==> config.mk <==
export PLATFORM = sky130hd
export DESIGN_NAME = rx_frame_parser
export DESIGN_NICKNAME = d
export VERILOG_FILES = /design/src/rtl/rx_frame_pkg.sv /design/src/rtl/crc16_byte_upd.sv /design/src/rtl/rx_frame_parser.sv
export SDC_FILE = /design/constraint.sdc
export NUM_CORES = 1
export LEC_CHECK = 0
export ABC_AREA = 1
export CELL_PAD_IN_SITES_DETAIL_PLACEMENT = 0
export CELL_PAD_IN_SITES_GLOBAL_PLACEMENT = 1
export CORE_MARGIN = 2
export CORE_UTILIZATION = 43
export CTS_CLUSTER_SIZE = 12
export DETAILED_ROUTE_END_ITERATION = 7
export GPL_TIMING_DRIVEN = 0
export HOLD_SLACK_MARGIN = 0.08
export PLACE_DENSITY_LB_ADDON = 0.1
export SLEW_MARGIN = 20
export SYNTH_ARGS = -nofsm -noshare
export SYNTH_HDL_FRONTEND = slang
export SYNTH_SLANG_ARGS = --single-unit
==> constraint.sdc <==
create_clock -name clk163m84 -period 5.1 [get_ports clk163m84]
set_input_delay 0.51 -clock clk163m84 [delete_from_list [all_inputs] [get_ports clk163m84]]
set_output_delay 0.51 -clock clk163m84 [all_outputs]
set_load 0.01 [all_outputs]
==> src/rtl/rx_frame_pkg.sv <==
// Shared definitions for the receive deframer and the link CRC path:
// sync constants, CRC-16 parameters, FSM states and error bit positions.
package rx_frame_pkg;

  localparam logic [7:0]  SYNC0_BYTE = 8'hEB;
  localparam logic [7:0]  SYNC1_BYTE = 8'h90;
  localparam logic [15:0] CRC_POLY   = 16'h8005;
  localparam logic [15:0] CRC_INIT   = 16'hFFFF;

  // Bit positions inside the 3-bit error pulse {timeout, len_err, idenf_err}
  localparam int ERR_IDENF   = 0;
  localparam int ERR_LEN     = 1;
  localparam int ERR_TIMEOUT = 2;

  typedef enum logic [2:0] {
    ST_HUNT,
    ST_SYNC1,
    ST_IDENF,
    ST_TYPE,
    ST_LEN,
    ST_PAYLOAD,
    ST_CRC_H,
    ST_CRC_L
  } state_t;

  // Saturating 16-bit increment used by the frame counters
  function automatic logic [15:0] sat_inc16(input logic [15:0] v);
    if (v == 16'hFFFF) begin
      return v;
    end else begin
      return v + 16'd1;
    end
  endfunction

endpackage

==> src/rtl/crc16_byte_upd.sv <==
// One-byte step of the link CRC-16 (poly 0x8005, MSB-first, no reflection).
// Purely combinational so the TX and RX paths can share it.
module crc16_byte_upd
  import rx_frame_pkg::*;
(
  input  logic [15:0] crc_in,
  input  logic [7:0]  data_byte,
  output logic [15:0] crc_out
);

  // Shift the byte through the CRC register one bit at a time, MSB first
  always_comb begin
    logic [15:0] c;
    c = crc_in;
    for (int i = 7; i >= 0; i--) begin
      if (c[15] ^ data_byte[i]) begin
        c = {c[14:0], 1'b0} ^ CRC_POLY;
      end else begin
        c = {c[14:0], 1'b0};
      end
    end
    crc_out = c;
  end

endmodule

==> src/rtl/rx_frame_parser.sv <==
// Receive-side deframer: hunts the two-byte sync, checks the ident,
// latches the para type, streams the payload, verifies the CRC-16 and
// keeps saturating good/error frame counters.
module rx_frame_parser
  import rx_frame_pkg::*;
#(
  parameter int         MAX_LEN     = 64,
  parameter int         TIMEOUT_CYC = 4096,
  parameter logic [7:0] SYNC0       = SYNC0_BYTE,
  parameter logic [7:0] SYNC1       = SYNC1_BYTE
) (
  input  logic        clk163m84,
  input  logic        rst_n,
  input  logic [7:0]  info_unit_idenf_i,
  input  logic [7:0]  i_data_in,
  input  logic        i_data_valid,
  output logic [7:0]  o_data_out,
  output logic        o_data_valid,
  output logic        o_sof,
  output logic        o_eof,
  output logic [7:0]  o_para_type,
  output logic        o_frame_done,
  output logic        o_crc_ok,
  output logic [2:0]  o_err,
  output logic [15:0] o_good_cnt,
  output logic [15:0] o_err_cnt
);

  localparam int               GAP_W     = $clog2(TIMEOUT_CYC + 1);
  localparam logic [GAP_W-1:0] GAP_LAST  = GAP_W'(TIMEOUT_CYC - 1);
  localparam logic [7:0]       MAX_LEN_B = 8'(MAX_LEN);

  state_t           state;
  logic [15:0]      crc_r;
  logic [15:0]      crc_next;
  logic [7:0]       crc_hi_r;
  logic [7:0]       rem_r;
  logic             first_r;
  logic [GAP_W-1:0] gap_r;
  logic [15:0]      good_cnt_r;
  logic [15:0]      err_cnt_r;

  assign o_good_cnt = good_cnt_r;
  assign o_err_cnt  = err_cnt_r;

  crc16_byte_upd u_crc (
    .crc_in    (crc_r),
    .data_byte (i_data_in),
    .crc_out   (crc_next)
  );

  // Frame FSM, idle-gap watchdog, registered outputs and counters
  always_ff @(posedge clk163m84) begin
    if (!rst_n) begin
      state        <= ST_HUNT;
      crc_r        <= CRC_INIT;
      crc_hi_r     <= 8'd0;
      rem_r        <= 8'd0;
      first_r      <= 1'b0;
      gap_r        <= '0;
      good_cnt_r   <= 16'd0;
      err_cnt_r    <= 16'd0;
      o_data_out   <= 8'd0;
      o_data_valid <= 1'b0;
      o_sof        <= 1'b0;
      o_eof        <= 1'b0;
      o_para_type  <= 8'd0;
      o_frame_done <= 1'b0;
      o_crc_ok     <= 1'b0;
      o_err        <= 3'b000;
    end else begin
      o_data_valid <= 1'b0;
      o_sof        <= 1'b0;
      o_eof        <= 1'b0;
      o_frame_done <= 1'b0;
      o_crc_ok     <= 1'b0;
      o_err        <= 3'b000;

      if (i_data_valid) begin
        // A byte always wins over a watchdog expiry in the same cycle
        gap_r <= '0;
        case (state)
          ST_HUNT: begin
            if (i_data_in == SYNC0) begin
              state <= ST_SYNC1;
            end else begin
              state <= ST_HUNT;
            end
          end
          ST_SYNC1: begin
            if (i_data_in == SYNC1) begin
              state <= ST_IDENF;
              crc_r <= CRC_INIT;
            end else if (i_data_in == SYNC0) begin
              state <= ST_SYNC1;
            end else begin
              state <= ST_HUNT;
            end
          end
          ST_IDENF: begin
            if (i_data_in == info_unit_idenf_i) begin
              state <= ST_TYPE;
              crc_r <= crc_next;
            end else begin
              state            <= ST_HUNT;
              o_err[ERR_IDENF] <= 1'b1;
              err_cnt_r        <= sat_inc16(err_cnt_r);
            end
          end
          ST_TYPE: begin
            o_para_type <= i_data_in;
            crc_r       <= crc_next;
            state       <= ST_LEN;
          end
          ST_LEN: begin
            if ((i_data_in == 8'd0) || (i_data_in > MAX_LEN_B)) begin
              state          <= ST_HUNT;
              o_err[ERR_LEN] <= 1'b1;
              err_cnt_r      <= sat_inc16(err_cnt_r);
            end else begin
              rem_r   <= i_data_in;
              first_r <= 1'b1;
              crc_r   <= crc_next;
              state   <= ST_PAYLOAD;
            end
          end
          ST_PAYLOAD: begin
            // Sync patterns here are plain data; no resync mid-frame
            o_data_out   <= i_data_in;
            o_data_valid <= 1'b1;
            o_sof        <= first_r;
            o_eof        <= (rem_r == 8'd1);
            first_r      <= 1'b0;
            rem_r        <= rem_r - 8'd1;
            crc_r        <= crc_next;
            if (rem_r == 8'd1) begin
              state <= ST_CRC_H;
            end else begin
              state <= ST_PAYLOAD;
            end
          end
          ST_CRC_H: begin
            crc_hi_r <= i_data_in;
            state    <= ST_CRC_L;
          end
          ST_CRC_L: begin
            state        <= ST_HUNT;
            o_frame_done <= 1'b1;
            if ({crc_hi_r, i_data_in} == crc_r) begin
              o_crc_ok   <= 1'b1;
              good_cnt_r <= sat_inc16(good_cnt_r);
            end else begin
              o_crc_ok  <= 1'b0;
              err_cnt_r <= sat_inc16(err_cnt_r);
            end
          end
          default: begin
            state <= ST_HUNT;
          end
        endcase
      end else if (state != ST_HUNT) begin
        if (gap_r == GAP_LAST) begin
          state              <= ST_HUNT;
          gap_r              <= '0;
          o_err[ERR_TIMEOUT] <= 1'b1;
          err_cnt_r          <= sat_inc16(err_cnt_r);
        end else begin
          gap_r <= gap_r + GAP_W'(1);
        end
      end else begin
        gap_r <= '0;
      end
    end
  end

endmodule

======== Yosys cells after proc, flatten, opt, wreduce, memory -nomap -nowiden ========
Index checks and enable logic that the tools add are counted.
storage, ports and cells
  register bits ........................... 105
  input bits .............................. 19
  output and inout port bits .............. 56
  logic and storage cells ................. 127
operators by class
  add/sub/neg operators ................... 4
  magnitude comparators ................... 1
  eq/ne operators ......................... 22
  multiplexer cells ....................... 39
  bitwise gates (word level) .............. 19
  reductions and logical operators ........ 24
operators by type and width
  operator                                                        count
  two-way mux 16 bit                                              18
  one-hot mux 16 bit (4 select lines)                             1
  one-hot mux 16 bit (3 select lines)                             1
  adder 16 x 1 -> 16 bit (second input constant)                  2
  equality test 16 bit (second input constant)                    2
  NOT 3 bit                                                       8
  one-hot mux 3 bit (8 select lines)                              1
  equality test 16 bit                                            1
  equality test 8 bit (second input constant)                     2
  one-hot mux 8 bit (2 select lines)                              1
  AND reduction 3 bit                                             5
  adder 13 x 1 -> 13 bit (second input constant)                  1
  equality test 13 x 12 -> 1 bit (second input constant)          1
  equality test 3 bit (second input constant)                     4
  two-way mux 3 bit                                               4
  AND reduction 2 bit                                             5
  inequality test 3 bit (second input constant)                   3
  equality test 8 x 1 -> 1 bit (second input constant)            1
  equality test 8 bit                                             1
  greater-than comparator 8 x 7 -> 1 bit (second input constant)  1
  zero test 8 bit                                                 1
  two-way mux 1 bit                                               8
  two-way mux 8 bit                                               1
  subtractor 8 x 1 -> 8 bit (second input constant)               1
  other kinds (19)                                                35

======== Logic depth before layout (Yosys ltp) ========
  depth in word-level cells ............... 18
  gate-level depth with buffers ........... 20
  depth with buffers taken out ............ 19

======== Cells and area by module ========
A second synthesis with hierarchy kept.
second synthesis, totals
  cell total of the unflattened synthesis .. 886
  area total of the unflattened synthesis .. 6147.1 sq um
by module, submodules not included
  module           instances  cells each  area an instance (sq um)
  rx_frame_parser  1          812         5576.6
  crc16_byte_upd   1          74          570.5

======== Worst setup path before layout ========
Ideal clock, no wire load.
  kind .................................... in2reg
  start point ............................. in i_data_in[5]
  end point ............................... reg good_cnt_r[10] (netlist: o_good_cnt[10])
  setup time .............................. 0.115 ns
  arrival ................................. 1.889 ns
  data required time ...................... 4.985 ns
  slack ................................... 3.096 ns
  stages on the path ...................... 10
  path buffers ............................ 1
  cell sequence ........................... buf_6 xnor2_2 nand2_1 nor4_2 nand4_1 a21oi_2 nand2_2 nor2_4 nand2_1 and3_1
on the way
  longest elaborated chain between the ends .. 2
RTL lines
  item                                  RTL line                source
  start: declaration                    rx_frame_parser.sv:15   input logic [7:0] i_data_in,
  equality test 16 bit                  rx_frame_parser.sv:149  if ({crc_hi_r, i_data_in} == crc_r) begin
  AND reduction 4 bit (no source line)  --
  end signal: assignment                rx_frame_parser.sv:151  good_cnt_r <= sat_inc16(good_cnt_r);
  end: declaration                      rx_frame_parser.sv:40   logic [15:0] good_cnt_r;
No other way between the ends.
A chain may end at the register's enable or synchronous reset.

======== Final worst setup path ========
  start point ............................. in info_unit_idenf_i[1]
  end point ............................... reg crc_r[14]
on the way
  longest elaborated chain between the ends .. 3
RTL lines
  item                                    RTL line                source
  start: declaration                      rx_frame_parser.sv:14   input logic [7:0] info_unit_idenf_i,
  equality test 8 bit                     rx_frame_parser.sv:101  if (i_data_in == info_unit_idenf_i) begin
  inequality test 2 bit (no source line)  --
  AND reduction 5 bit (no source line)    --
  end signal: assignment                  rx_frame_parser.sv:103  crc_r <= crc_next;
  end signal: assignment                  rx_frame_parser.sv:112  crc_r <= crc_next;
  end signal: assignment                  rx_frame_parser.sv:123  crc_r <= crc_next;
  end: declaration                        rx_frame_parser.sv:34   logic [15:0] crc_r;
No other way between the ends.

==> impl_results.md <==
* Outcome: finished, final reports clean
* TritonCTS buffer count at 9
* Most frequent cells in the layout: 180 x nand2_1, 105 x dfxtp_1, 73 x inv_1, 69 x nor2_1, 66 x clkdlybuf4s50_1
* Rows at 41
* Synthesized instance count at 800
* Pre-CTS setup slack at 2.44 ns
* Post-synthesis async set-or-reset flop share at 0%
* Slowest stage delay, CP at 0.47 ns
* Tot GR Track Use at 23.7%
* Most common cell after layout, fill and taps aside: nand2_1
* Top cell type by total area after synthesis: dfxtp_1
* Critical path buffer and inverter count at 3
* Synth Area in XOR/XNOR at 8.26%
* Vias in the first global route at 5178
* Register area share after synthesis at 37.0%
* Via count at 5579
* Area delta synth->final at 20.9%
* Share of layout cells above drive strength 1 at 7.60%
* Period Utilization, post-route at 45.9%
* HPWL reported at the end of detailed placement at 12.3 mm
* Fin worst setup slack at 2.76 ns
* Setup Buffers After CTS at 0
* Cts repair resizes at 0
* Antenna diodes at 0
* Post-synthesis simple-gate area fraction at 31.4%
* Post-synthesis mux area share at 0%
* Area of the die at 0.0141 mm^2
* Setup violators final at 0
* Fin. max-slew vios at 0
* Clk slew on worst S/H paths at 0.07 ns
* Placed cell area at 0.00656 mm^2
* Detail Route Antenna Nets at 0
* DRC at 0
* Mean Syn Cell Area at 7.10 um^2
* I/O Buffers at 66
* Die W at 119 um
* Post-synthesis adder-cell area fraction at 1.10%
* Hold_buf cts at 0
* Largest family of logic cells by synthesized area: simple AND/OR/NAND/NOR gates
* Final Hold Fails at 0
* Cell area after layout at 0.00687 mm^2
* Iteration-0 DRC Markers at 486
* Worst-path cell chain: clkdlybuf4s50_1 > xnor2_1 > nand3_1 > nor4_2 > or2_1 > nand3_2 > clkinv_2 > buf_6 > o21ai_0 > o211ai_1
* Min cycle time layout at 2.34 ns
* Setup TNS at 0 ns
* Post-route clock skew at 0.00506 ns
* Fin nets at 901
* Headroom to the max-slew limit at 49.9%
* WL final at 16.4 mm
* Synth warnings at 0
* Arrival time at the worst endpoint at 2.61 ns
* Crit end category: register
* Most used DFF post-synth: dfxtp_1
* Maxcap violations at 0
* Placer Congestion at 0.960
* Initial antenna violation count at 0
* Largest net degree at the start of global routing at 17
* Number of synthesized register bits at 105
* Slowest cell on crit path: clkdlybuf4s50_1
* TritonCTS clock tree: done
* Synth Cell Area at 0.00568 mm^2
* Tightest Pin Transition at 0.752 ns
* Critical Path Source Type: input port
* Yosys top cell area share at 37.0%
* H-tree levels at 3
* Max FO, Critical Path at 10
* Num ports at 75
* Synthesized net count at 824
* Initial Util at 44.5%
* Wire per inst at 15.6 um
* Root Driver: clkbuf_16
* Die Height at 119 um
* RSZ-0062 raised after global routing: no
* Area contributors post-synth: dfxtp_1 37%, nand2_1 12%, a21oi_1 5.7%
* Worst vdd ir at 0.165 mV
* Worst hold path type: reg2reg
* Setup CP Type: in2reg
* DR vias/cell at 5.29
* Lkg Pwr at 2.47 nW
* FMAX at 427 MHz
* Clk sinks at 105
* TritonRoute pass-1 iters at 5
* PwrDens at 246 mW/mm^2
* Core ar. at 0.0128 mm^2
* Global-route wire length before repair at 26.8 mm
* CP top delay family: simple AND/OR/NAND/NOR gates
* Yosys cell types at 47
* Post-synth EDFFs at 0
* Grt ovf at 0
* Skew-Pair Late Insertion Delay at 0.35 ns
* Clk buf depth at 2
* Req. time, crit path at 5.37 ns
* Compound-Gate Fraction of Synth Area at 12.9%
## layout make-up
class / instances / area [um^2]
buffer: 31 / 199
clock buffer: 10 / 229
clock inverter: 6 / 82.6
fill: 1272 / 5910
inverter: 84 / 329
multi-input combinational: 580 / 3050
sequential: 105 / 2100
tap: 172 / 215
timing repair buffer: 66 / 661
## cell usage after synthesis, drive strengths merged (5+ instances only)
cell    number
nor2        73
a21oi       67
nor4        12
inv         81
nand4       23
ha           5
o211ai       7
nor3        22
buf         16
dfxtp      105
o21ai       50
clkbuf      15
a31oi        5
or2          5
nand3       61
nand2      185
xor2        22
xnor2       29
## per-layer routing
| metal | routed length (um) | GRT usage (%) | vias up |
|---|---|---|---|
| met5 | 0 | 0 | - |
| met4 | 267 | 7.44 | 0 |
| met3 | 658 | 3.02 | 23 |
| met2 | 7790 | 39.7 | 134 |
| met1 | 7670 | 31.6 | 2631 |
| li1 | - | - | 2791 |
## power by group
group	switching (mW)	internal (mW)
Combinational	0.0785	0.0409
Sequential	0.00151	0.820
Clock	0.321	0.428
Total	0.401	1.29
## registers in the layout, indices dropped and copies added, names as in the netlist
register	count
crc_r	16
o_err_cnt	16
o_good_cnt	16
gap_r	13
crc_hi_r	8
o_data_out	8
o_para_type	8
rem_r	8
o_err	3
state	3
first_r	1
o_crc_ok	1
o_data_valid	1
o_eof	1
o_frame_done	1
o_sof	1
## worst register-to-register path, stage by stage, from the launching register on
cell and delay [ns]:
dfxtp_1 0.37, ha_1 0.20, nand2_2 0.09, nor3_4 0.21
nand3_2 0.11, nor2_2 0.15, nand4_1 0.17, nand2_1 0.15
o21ai_2 0.11, nor2_8 0.21, inv_4 0.06, buf_6 0.14
nand2_1 0.06, a21oi_1 0.06
## metrics by stage
step / cells / total power [mW] / hold WS, ns / utilization (%)
2_1_floorplan: 800 / 0.917 / 0.425 / -
4_1_cts: 1054 / 1.71 / 0.452 / 53.8
6_report: 1054 / 1.69 / 0.452 / 53.8
3_3_place_gp: 1038 / 0.958 / 0.439 / 51.3
5_1_grt: 1054 / 1.75 / 0.482 / 53.8
3_5_place_dp: 1038 / 0.960 / 0.441 / 51.3
## kinds of logic (layout without fill, tap and decap cells)
group | after synthesis | count (layout)
buffers and inverters | 115 | 197
XOR/XNOR | 51 | 51
AO/OA/AOI/OAI | 136 | 136
flip-flops | 105 | 105
AND/OR/NAND/NOR | 388 | 388
adder cells (fa/ha/maj) | 5 | 5
## worst paths after layout
path	from	end	slack [ns]	cells after the start
max	info_unit_idenf_i[1]	crc_r[14]	2.76	10
min reg2reg	first_r	o_sof	0.45	2
min	first_r	o_sof	0.45	2
max reg2reg	gap_r[0]	o_err_cnt[9]	2.87	13
Power figures use the tool's default switching activity.
==> RTL edit, RTL diff (config.mk and constraints unchanged) <==
Change the parameter `TIMEOUT_CYC` from 4096 to 1024.
--- a/src/rtl/rx_frame_parser.sv
+++ b/src/rtl/rx_frame_parser.sv
@@ -5,7 +5,7 @@
   import rx_frame_pkg::*;
 #(
   parameter int         MAX_LEN     = 64,
-  parameter int         TIMEOUT_CYC = 4096,
+  parameter int         TIMEOUT_CYC = 1024,
   parameter logic [7:0] SYNC0       = SYNC0_BYTE,
   parameter logic [7:0] SYNC1       = SYNC1_BYTE
 ) (
Function: no difference found for any inputs over 4 cycles, from zero or initial values and one cycle with rst_n low; that may be too few to reach the edited logic, so the function may still have changed.
==> RTL edit against the original RTL <==
  * Power fell by 3.2%
  * Wire length down 6.6%
  * Design area is 0.55% lower
  * Register-to-register slack improved by 0.10 ns
  * Clock skew up 0.00098 ns
  * Die area shrank 0.25%
  * Worst setup slack better by 0.017 ns
  * Synthesized cell count is 1.9% lower
  * Synthesized area down 0.26%
  * Sequential cell count is 2 lower
  * Critical path type unchanged
==> RTL edit: results (changes against the original RTL) <==
Outcome
  • Run status: finished, final reports clean

Logic synthesis
  • Synth cell count leaders: 164 x nand2_1, 103 x dfxtp_1, 70 x nor2_1
  • Register area share after synthesis: 0.364 (-0.00609)
  • Synth area leaders: dfxtp_1 36%, nand2_1 11%, xor2_1 5.9%

Layout
  • Non-clock buffers, area share: 0.123 (-0.00169)
  • Clock-cell share: 0.0438 (-0.00158)
  • Multi-input gate area: 3110 um^2 (+1.8%)
  • CLK BUF: 12 (+2)
  • Layout cell share with drive strength beyond 1: 0.124 (+0.0477)
  • Non-Clock Inverter Count: 78 (-7.1%)

Power
  • Worst vdd ir: 0.242 mV (+47%)
  • P_leak: 2.46 nW (-0.55%)

Global routing
  • GR Util All Layers: 0.223 (-0.0136)
  • Met3 usage: 0.0516 (+0.0215)
  • Global-route wire length before repair: 25100 um (-6.2%)
  • Met1 Use GR: 0.297 (-0.0187)
  • Vias in the first global route: 4977 (-3.9%)

STA
  • Clock skew: 0.00604 ns (+0.000979 ns)

Worst hold path
  • Hold EP: gap_r[0]$_SDFF_PP0_
  • Hold Path Stages: 1 (-1)

Route
  • Met3 WL: 683 um (+3.8%)
  • WL/cell: 14.8 um (-5.0%)
  • DR iter-0 viols: 381 (-22%)

Critical path
  • Worst setup path end: crc_r[4]$_SDFFE_PN1P_

Clock tree
  • Clock Sinks: 103 (-1.9%)
-- RTL edit: changes by cell type in the layout (fill, tap and decap cells not counted), sizes merged, moves of 3 or more --
cell,change
nand4,-9
clkinv,-5
a21oi,+4
xor2,+16
inv,-3
o211ai,-4
nor2,+3
xnor2,-4
nand2,+4
nand3,-9
o21ai,-6
-- RTL edit: report_power, final --
group	switching (W)	leakage, nW	internal [W]	total, W
combinational	0.0000750	1.48	0.0000402	0.000115
sequential	0.00000156	0.830	0.000805	0.000806
clock	0.000310	0.145	0.000404	0.000715
total	0.000387	2.46	0.00125	0.00164
-- RTL edit: through the flow --
| stage | power, W | hold slack (ns) | util | setup WS, ns | cell area, um^2 |
|---|---|---|---|---|---|
| final | 0.00164 | 0.454 | 0.537 | 2.78 | 6830 |
| after global routing | 0.00170 | 0.458 | 0.537 | 2.62 | 6830 |
| after CTS | 0.00165 | 0.454 | 0.537 | 2.82 | 6830 |
| after detailed placement | 0.000940 | 0.439 | 0.513 | 2.44 | 6530 |
| after global placement | 0.000939 | 0.428 | 0.513 | 2.47 | 6530 |
| after floorplan | 0.000904 | 0.418 | - | 3.13 | 5670 |
-- RTL edit: worst max-delay path: stages --
cell and delay (ns):
clkdlybuf4s50_1 0.48, or2_2 0.11, nand4_1 0.07, nor3_1 0.33, inv_1 0.07, nand2_1 0.10, nand3_2 0.24, inv_2 0.15
buf_2 0.23, nand3_1 0.11, o21ai_1 0.08, nand2_1 0.06
-- RTL edit: kinds of logic after synthesis --
family | count (synthesis) | synth area share
adders and majority gates | 5 | 0.0110
xor gates and xnor gates | 63 | 0.0987
buffers and inverters | 110 | 0.0879
DFF | 103 | 0.364
and+or+nand+nor | 374 | 0.310
AOI/OAI and AO/OA | 130 | 0.128
